`config.mk`:
```
export PLATFORM = sky130hd
export DESIGN_NAME = alu_arbiter
export DESIGN_NICKNAME = d
export VERILOG_FILES = /design/src/rtl/alu_pkg.sv /design/src/rtl/rr_arbiter.sv /design/src/rtl/alu_arbiter.sv
export SDC_FILE = /design/constraint.sdc
export NUM_CORES = 1
export LEC_CHECK = 0
export ABC_AREA = 1
export CORE_AREA = 4 4 165 167
export CTS_CLUSTER_SIZE = 10
export DETAILED_ROUTE_END_ITERATION = 6
export DIE_AREA = 0 0 169 171
export PLACE_DENSITY = 0.72
export SETUP_SLACK_MARGIN = 0.3
export SYNTH_ARGS = -nofsm -noshare
export SYNTH_HDL_FRONTEND = slang
export SYNTH_SLANG_ARGS = --single-unit
```
`constraint.sdc`:
```
create_clock -name clk_i -period 1.8 [get_ports clk_i]
set_input_delay 0.36 -clock clk_i [delete_from_list [all_inputs] [get_ports clk_i]]
set_output_delay 0.36 -clock clk_i [all_outputs]
set_load 0.02 [all_outputs]
```
`src/rtl/alu_pkg.sv`:
```
// Shared types and default widths for the ALU scheduler.
package alu_pkg;
   localparam int WIDTH = 32;
   localparam int OP_W  = 5;

   typedef enum logic [1:0] {IDLE, EXEC, RESP} alu_arb_state_e;

   typedef struct packed {
      logic [WIDTH-1:0] a;
      logic [WIDTH-1:0] b;
      logic [OP_W-1:0]  op;
   } alu_req_t;
endpackage

```
`src/rtl/rr_arbiter.sv`:
```
// Combinational round-robin picker: first set request at or after ptr, wrapping mod N.
module rr_arbiter #(
   parameter int N  = 4,
   localparam int IW = $clog2(N)
) (
   input  logic [N-1:0]  req,
   input  logic [IW-1:0] ptr,
   output logic [N-1:0]  gnt,
   output logic [IW-1:0] gnt_idx
);
   logic [IW:0] w_pos;
   logic        w_found;

   always_comb begin
      w_pos   = '0;
      w_found = 1'b0;
      gnt_idx = '0;
      for (int k = 0; k < N; k++) begin
         w_pos = {1'b0, ptr} + (IW+1)'(k);
         if (w_pos >= (IW+1)'(N)) w_pos = w_pos - (IW+1)'(N);
         if (!w_found && req[w_pos[IW-1:0]]) begin
            w_found = 1'b1;
            gnt_idx = w_pos[IW-1:0];
         end
      end
      gnt = w_found ? (N'(1) << gnt_idx) : '0;
   end
endmodule

```
`src/rtl/alu_arbiter.sv`:
```
// Shares one external combinational ALU among NUM_REQ requesters, one operation in flight.
module alu_arbiter #(
   parameter int NUM_REQ = 4,
   parameter int WIDTH   = alu_pkg::WIDTH,
   parameter int OP_W    = alu_pkg::OP_W
) (
   input  logic                           clk_i,
   input  logic                           rst_ni,
   input  logic [NUM_REQ-1:0]             req_valid_i,
   output logic [NUM_REQ-1:0]             req_ready_o,
   input  logic [NUM_REQ-1:0][WIDTH-1:0]  req_a_i,
   input  logic [NUM_REQ-1:0][WIDTH-1:0]  req_b_i,
   input  logic [NUM_REQ-1:0][OP_W-1:0]   req_op_i,
   output logic [NUM_REQ-1:0]             rsp_valid_o,
   input  logic [NUM_REQ-1:0]             rsp_ready_i,
   output logic [WIDTH-1:0]               rsp_data_o,
   output logic [WIDTH-1:0]               alu_a_o,
   output logic [WIDTH-1:0]               alu_b_o,
   output logic [OP_W-1:0]                alu_op_o,
   input  logic [WIDTH-1:0]               alu_res_i,
   output logic                           busy_o
);
   import alu_pkg::*;

   localparam int IW = $clog2(NUM_REQ);

   alu_arb_state_e   r_state, w_next;
   logic [IW-1:0]    r_ptr, r_gnt, w_gnt_idx;
   logic [NUM_REQ-1:0] w_gnt;
   logic [WIDTH-1:0] r_a, r_b, r_res;
   logic [OP_W-1:0]  r_op;
   logic             w_accept, w_done;

   rr_arbiter #(.N(NUM_REQ)) u_rr (
      .req     (req_valid_i),
      .ptr     (r_ptr),
      .gnt     (w_gnt),
      .gnt_idx (w_gnt_idx)
   );

   assign w_accept = (r_state == IDLE) && (|req_valid_i);
   assign w_done   = (r_state == RESP) && rsp_ready_i[r_gnt];

   always_ff @(posedge clk_i or negedge rst_ni) begin
      if (!rst_ni) r_state <= IDLE;
      else         r_state <= w_next;
   end

   always_comb begin
      w_next = r_state;
      case (r_state)
         IDLE:    if (w_accept) w_next = EXEC;
         EXEC:    w_next = RESP;
         RESP:    if (w_done) w_next = IDLE;
         default: w_next = IDLE;
      endcase
   end

   // Ready is masked by reset so nothing looks accepted while the block is held in reset.
   always_comb begin
      req_ready_o = '0;
      rsp_valid_o = '0;
      if (r_state == IDLE && rst_ni) req_ready_o = w_gnt;
      if (r_state == RESP)           rsp_valid_o = NUM_REQ'(1) << r_gnt;
      busy_o = (r_state != IDLE);
   end

   always_ff @(posedge clk_i or negedge rst_ni) begin
      if (!rst_ni) begin
         r_ptr <= '0;
         r_gnt <= '0;
         r_a   <= '0;
         r_b   <= '0;
         r_op  <= '0;
         r_res <= '0;
      end else begin
         if (w_accept) begin
            r_gnt <= w_gnt_idx;
            r_a   <= req_a_i[w_gnt_idx];
            r_b   <= req_b_i[w_gnt_idx];
            r_op  <= req_op_i[w_gnt_idx];
         end
         if (r_state == EXEC) r_res <= alu_res_i;
         if (w_done) r_ptr <= (r_gnt == IW'(NUM_REQ-1)) ? '0 : r_gnt + 1'b1;
      end
   end

   assign alu_a_o    = r_a;
   assign alu_b_o    = r_b;
   assign alu_op_o   = r_op;
   assign rsp_data_o = r_res;
endmodule

```
==> results.cfg, run 1 <==
[outcome]
status = finished with violations
violations = setup timing

[logic_synthesis]
netlist_area_sq_mm = 0.00742
yosys.area.top_type = nand2_1
synth_top_family_by_area = simple AND/OR/NAND/NOR gates
ys_warn_count = 0
postSynthAreaPerCell_sq_um = 6.44
ys_types = 24
synth.top_cell.area_share_pct = 36.7
netlist_instances = 1152
synth.area.mux_share_pct = 4.86
yosys-top-cells-area = nand2_1 (37%), dfrtp_1 (36%), nand4_1 (12%), mux2_2 (4.9%), buf_2 (3.0%)
synthAdderAreaFrac_pct = 0.675
synth-compound-area-share_pct = 0.675
synth_xor_area_share_pct = 0
ys_ff_latch = 107
synthSimpleGateAreaFrac_pct = 50.2
syn-num-nets = 1474
ys_seq_area_share_pct = 36.1

[critical_path]
critPathMaxStageDelay_ps = 390
crit_fanout = 8
cpMostUsedCell = buf_6
critPathSlowestCell = dfrtp_1
worstSetupEndpointType = output pin
crit_chain = buf_12, clkinv_8, nand2_2, nand3_2, buf_4, nand2_1, o21ai_2, inv_2, nand2_4, buf_6, nor3_4, buf_6
regToRegSetupSlack_ps = -530
arrival_ps = 2030
r2r-start = r_ptr[0]
critPathKind = flip-flop to output pin
startpoint_type = flip-flop
reg2reg_depth = 19
critPathRequiredTime_ps = 1440
rr_endpoint = alu_b_o[22]

[floorplanning]
rows = 59
ios = 428
die_h_um = 171
start_util_pct = 28.8
die_area_sq_mm = 0.0289
core_sq_mm = 0.0258
die_w_um = 169

[grt]
grt_antenna_before_repair = 5
grt_first_pass_wirelength_mm = 48.0
grt_overflow = 0
grt_use_total_pct = 20.8
grt_max_degree = 140
grt_pass1_vias = 8647

[routing]
drc = 0
antenna_left = 0
dr.first_iter.drc_count = 652
dr.pass1.iters = 5
wl_per_cell_um = 20.3
viasPerCell = 5.01
wl_mm = 39.2
via_count = 9667

[clocking]
cts-root-buf = clkbuf_16
holdBufCountCts = 0
cts_max_path_buffers = 2
clk_pin_slew_ps = 90
clk_latency_ps = 360
h-tree-depth = 3
cts_made_buffers = 9
cts_tree = yes
cts_sinks = 107

[sta]
final_max_slew_viol_count = 0
setup_viol = 75
rsz0062_at_grt = true
min_period_ps = 2390
fmax_ghz = 0.418
hold_viol = 0
tightestPinTransition_ps = 558
slew_headroom_pct = 62.8
layout_setup_ws_ps = -589
fin_skew_ps = 13.3
final.period_utilization_pct = 133

[finish]
postLayoutCellArea_sq_mm = 0.0136
final_core_util_pct = 52.8
layout-drive-gt1-share_pct = 13.4
layout.nets = 1912
syn_to_final_growth_pct = 83.4
fin_cells = 1931
nFillCells = 2488

[power]
p_sw_mw = 15.1
swShare_pct = 52.2
internal_power_mw = 13.8
p_leak_nw = 7.18
clkPwrFrac_pct = 7.1
max-vdd-ir-drop_mv = 2.44
combPwrFrac_pct = 78.1
pwr-share-seq_pct = 14.8
power_density_mw_per_mm2 = 2120
finalPower_mw = 28.9

[place]
place_hpwl_mm = 23.7
place.gp.congestion = 0.893
dp_cells = 1864
port_buffers = 427
place_area_sq_mm = 0.0122

[flow_run]
maxCapViolations = 0

[hold_path]
hold_class = input port to asynchronous set/reset pin
-- flip-flops by register name, summed over array words and instances (netlist names) --
register    count
rsp_data_o     32
alu_a_o        32
r_gnt           2
r_state         2
alu_b_o        32
alu_op_o        5
r_ptr           2
-- cells in the mapped netlist --
cell	count
buf_2	45
buf_4	8
o21ai_0	6
inv_2	3
a32o_1	1
nand2_1	725
inv_4	1
nand2_2	2
buf_6	5
mux2_2	32
clkbuf_1	22
nor3_1	4
o21ai_1	1
nand4_1	139
nand3_4	1
buf_8	1
dfrtp_1	107
a21oi_1	1
nor2_1	8
ha_1	4
inv_1	16
nand3_2	1
buf_1	11
nand3_1	8
-- placed cells by master, fill, tap and decap left out, types with 6 or more instances in the layout --
cell	count
nand2_1	704
dlygate4sd2_1	52
nand2_2	12
dlymetal6s2s_1	36
clkdlybuf4s15_1	14
dfrtp_1	107
buf_4	35
inv_2	12
buf_12	16
buf_6	25
nor2_4	6
clkbuf_16	26
nand2_4	10
mux2_2	32
nand4_1	139
clkdlybuf4s50_1	312
-- area by class of cell --
class                   count  area [sq um]  share of cell area (%)
flip-flops and latches    107          2680                    19.7
clock buffers              10           239                    1.76
repair buffers            519          5670                    41.7
diodes                      1          2.50                  0.0184
clock inverters             6          56.3                   0.414
inverters                  20           113                   0.828
well taps                 335           419                    3.08
multi-input cells         933          4430                    32.5
-- kinds of logic (layout without fill, tap and decap cells) --
logic type                 count (synthesis)  after routing
muxes                                     32             32
DFF                                      107            107
buffers and inverters                    112            555
adders and majority gates                  4              4
and+or+nand+nor                          888            888
AOI/OAI and AO/OA                          9              9
other                                      0              1
-- repair_timing --
action                     in CTS  in global routing
gates resized for setup       157                141
setup endpoints to repair     182                128
pin swaps                      13                 16
gates cloned                    0                 25
buffers inserted                2                 23
-- power groups by stage --
stage / Combinational (mW) / Sequential (mW) / Clock, mW
final: 22.6 / 4.28 / 2.04
after global routing: 24.5 / 4.40 / 2.19
after CTS: 18.6 / 4.28 / 2.11
after detailed placement: 18.5 / 4.31 / 0
after global placement: 18.4 / 4.26 / 0
after floorplan: 10.8 / 5.56 / 0
-- critical path: cells and delay by family, from the launching register on --
family / cells / cell delay [ps]
buffers and inverters: 6 / 720
AOI/OAI and AO/OA: 1 / 60
and+or+nand+nor: 5 / 500
DFF: 1 / 390
-- metal layers --
layer / vias up / share of wire [%] / GRT usage (%)
met5: - / 0.16 / 0
met4: 8 / 3.5 / 6.30
met3: 86 / 8.8 / 5.80
met2: 497 / 49 / 36.1
met1: 4478 / 39 / 25.2
li1: 4598 / - / -
-- metrics by stage --
stage               TNS, ps  setup WS, ps  hold WS [ps]
finish               -33940          -589           120
global placement     -63540          -946           461
CTS                  -36950          -599           127
global route         -42290          -688           135
detailed placement   -65180          -976           465
floorplan              -741          -197          64.4
-- worst max path at each step --
stage,startpoint,endpoint,slack (ps),cells past startpoint
after floorplan,r_ptr[0],req_ready_o[0],-200,14
after global placement,req_valid_i[3],req_ready_o[1],-950,13
after detailed placement,req_valid_i[0],req_ready_o[1],-980,13
after CTS,r_ptr[0],req_ready_o[3],-600,13
after global routing,r_ptr[0],req_ready_o[1],-690,12
final,r_ptr[0],req_ready_o[1],-590,12
(Power assumes the default switching activity.)
==> run 2: changes to the inputs <==
--- a/config.mk
+++ b/config.mk
@@ -10,7 +10,7 @@
 export CTS_CLUSTER_SIZE = 10
 export DETAILED_ROUTE_END_ITERATION = 6
 export DIE_AREA = 0 0 169 171
-export PLACE_DENSITY = 0.72
+export PLACE_DENSITY = 0.66
 export SETUP_SLACK_MARGIN = 0.3
 export SYNTH_ARGS = -nofsm -noshare
 export SYNTH_HDL_FRONTEND = slang
==> results.cfg, run 2 (synthesis gave the netlist of run 1 again) <==
[routing]
viasPerCell = 5.05
dr.first_iter.drc_count = 501
dr.pass1.iters = 6
via_count = 9829
wl_per_cell_um = 20.7
antenna_left = 0
wl_mm = 40.3
drc = 0

[sta]
fin_skew_ps = 16.3
finalSetupTns_ps = -38380
min_period_ps = 2460
final.period_utilization_pct = 137
rsz0062_at_grt = true
final_max_slew_viol_count = 0
tightestPinTransition_ps = 884
fmax_ghz = 0.406
hold_viol = 0
whs_ps = 322
slew_headroom_pct = 41.0
layout_setup_ws_ps = -662
setup_viol = 76

[finish]
multi_input_area_sq_mm = 0.00516
layout.nets = 1925
postLayoutCellArea_sq_mm = 0.0145
register_area_sq_mm = 0.00268
layout-drive-gt1-share_pct = 25.5
nFillCells = 2414
syn_to_final_growth_pct = 95.8
final_common_cell = nand2_1
layout_common_cells = nand2_1 (533), clkdlybuf4s50_1 (312), nand4_1 (139), nand2_2 (138), dfrtp_1 (105)

[floorplanning]
die_w_um = 169
core_sq_mm = 0.0258
rows = 59
die_area_sq_mm = 0.0289
start_util_pct = 28.8
ios = 428
die_h_um = 171

[grt]
grt_first_pass_wirelength_mm = 53.1
grt_max_degree = 108
grt_use_total_pct = 23.6
grt_antenna_before_repair = 3
grt_overflow = 0
grt_pass1_vias = 9383

[power]
power_density_mw_per_mm2 = 2320
p_leak_nw = 7.32
max-vdd-ir-drop_mv = 1.69

[clocking]
clk_latency_ps = 360
cts_made_buffers = 9
h-tree-depth = 3
cts-root-buf = clkbuf_16
cts_max_path_buffers = 2
cts_sinks = 107
holdBufCountCts = 0
clk_pin_slew_ps = 90
cts_tree = yes

[critical_path]
crit_start = r_ptr[0]
crit_fanout = 8
r2r-start = r_ptr[0]
critPathKind = flip-flop to output pin
arrival_ps = 2100
critPathMaxStageDelay_ps = 480
crit_chain = clkinv_4, nand2_2, nand2_2, buf_4, nand3_1, o21ai_0, nand3_1, nand2_4, buf_4, nor3_4, buf_6
critPathRequiredTime_ps = 1440
worstSetupEndpointType = output pin
critPathSlowestCell = dfrtp_2
startpoint_type = flip-flop

[place]
place_area_sq_mm = 0.0121
place.gp.congestion = 0.894
dp_worst_setup_slack_ps = -1030
port_buffers = 427
place_hpwl_mm = 23.5

[hold_path]
hold_class = input port to asynchronous set/reset pin

[outcome]
status = finished with violations
violations = setup timing

[flow_run]
maxCapViolations = 0
[run 2: changes by cell type in the layout (fill, tap and decap cells not counted), moves of 5 or more]
cell,before,now
nand2_1,704,533
nand2_2,12,138
clkdlybuf4s15_1,14,8
dlygate4sd2_1,52,95
buf_16,5,18
buf_6,25,35
dlymetal6s2s_1,36,0
nand2_4,10,55
buf_12,16,11
[run 2: final cells by class]
cell class | count | area share [%]
Multi-Input combinational cell | 933 | 35.5
Clock buffer | 9 | 1.55
Antenna cell | 2 | 0.0345
Sequential cell | 107 | 18.4
Tap cell | 335 | 2.89
Clock inverter | 7 | 0.577
Inverter | 20 | 0.775
Timing Repair Buffer | 532 | 40.2
[run 2: metal layers]
layer / wire length (um) / share of wire, % / GRT usage [%] / up-vias
met5: 11 / 0.027 / 0 / -
met4: 1590 / 4.0 / 9.17 / 2
met3: 3350 / 8.3 / 5.98 / 93
met2: 19900 / 49 / 41.4 / 457
met1: 15400 / 38 / 27.9 / 4640
li1: - / - / - / 4637
[run 2: power by group]
group          switching, mW  total (mW)  leakage (nW)  internal (mW)
logic                   15.8        27.3          5.86           11.6
registers              0.650        4.29          1.31           3.64
clock network           1.03        2.15         0.154           1.11
[run 2: worst paths after layout]
path / to / slack (ps) / cells past startpoint
hold reg to reg: alu_b_o[20] / 470 / 2
hold / removal: alu_a_o[19] / 320 / 3
setup / recovery: req_ready_o[1] / -660 / 11
min in group clk_i: alu_b_o[20] / 470 / 2
max in group asynchronous: alu_b_o[18] / 900 / 3
setup reg to reg: alu_a_o[17] / -570 / 18
[run 2: critical path: cells and delay by family, from the launching register on]
family / cells / cell delay (ps)
flops: 1 / 480
compound gates: 1 / 90
simple gates: 6 / 590
buf+inv: 4 / 580
[run 2: what timing repair did]
action | in CTS | in global routing
endpoints found under the setup margin | 182 | 91
gates cloned | 13 | 21
resized for setup | 263 | 294
pin swaps | 20 | 78
setup buffers | 19 | 12
[run 2: through the flow]
step	util [%]	cells	total power, mW
final	56.4	1945	33.7
after global routing	56.4	1944	36.1
after floorplan	-	1152	16.4
after CTS	50.8	1910	28.0
after detailed placement	47.0	1862	22.7
after global placement	47.0	1862	22.5
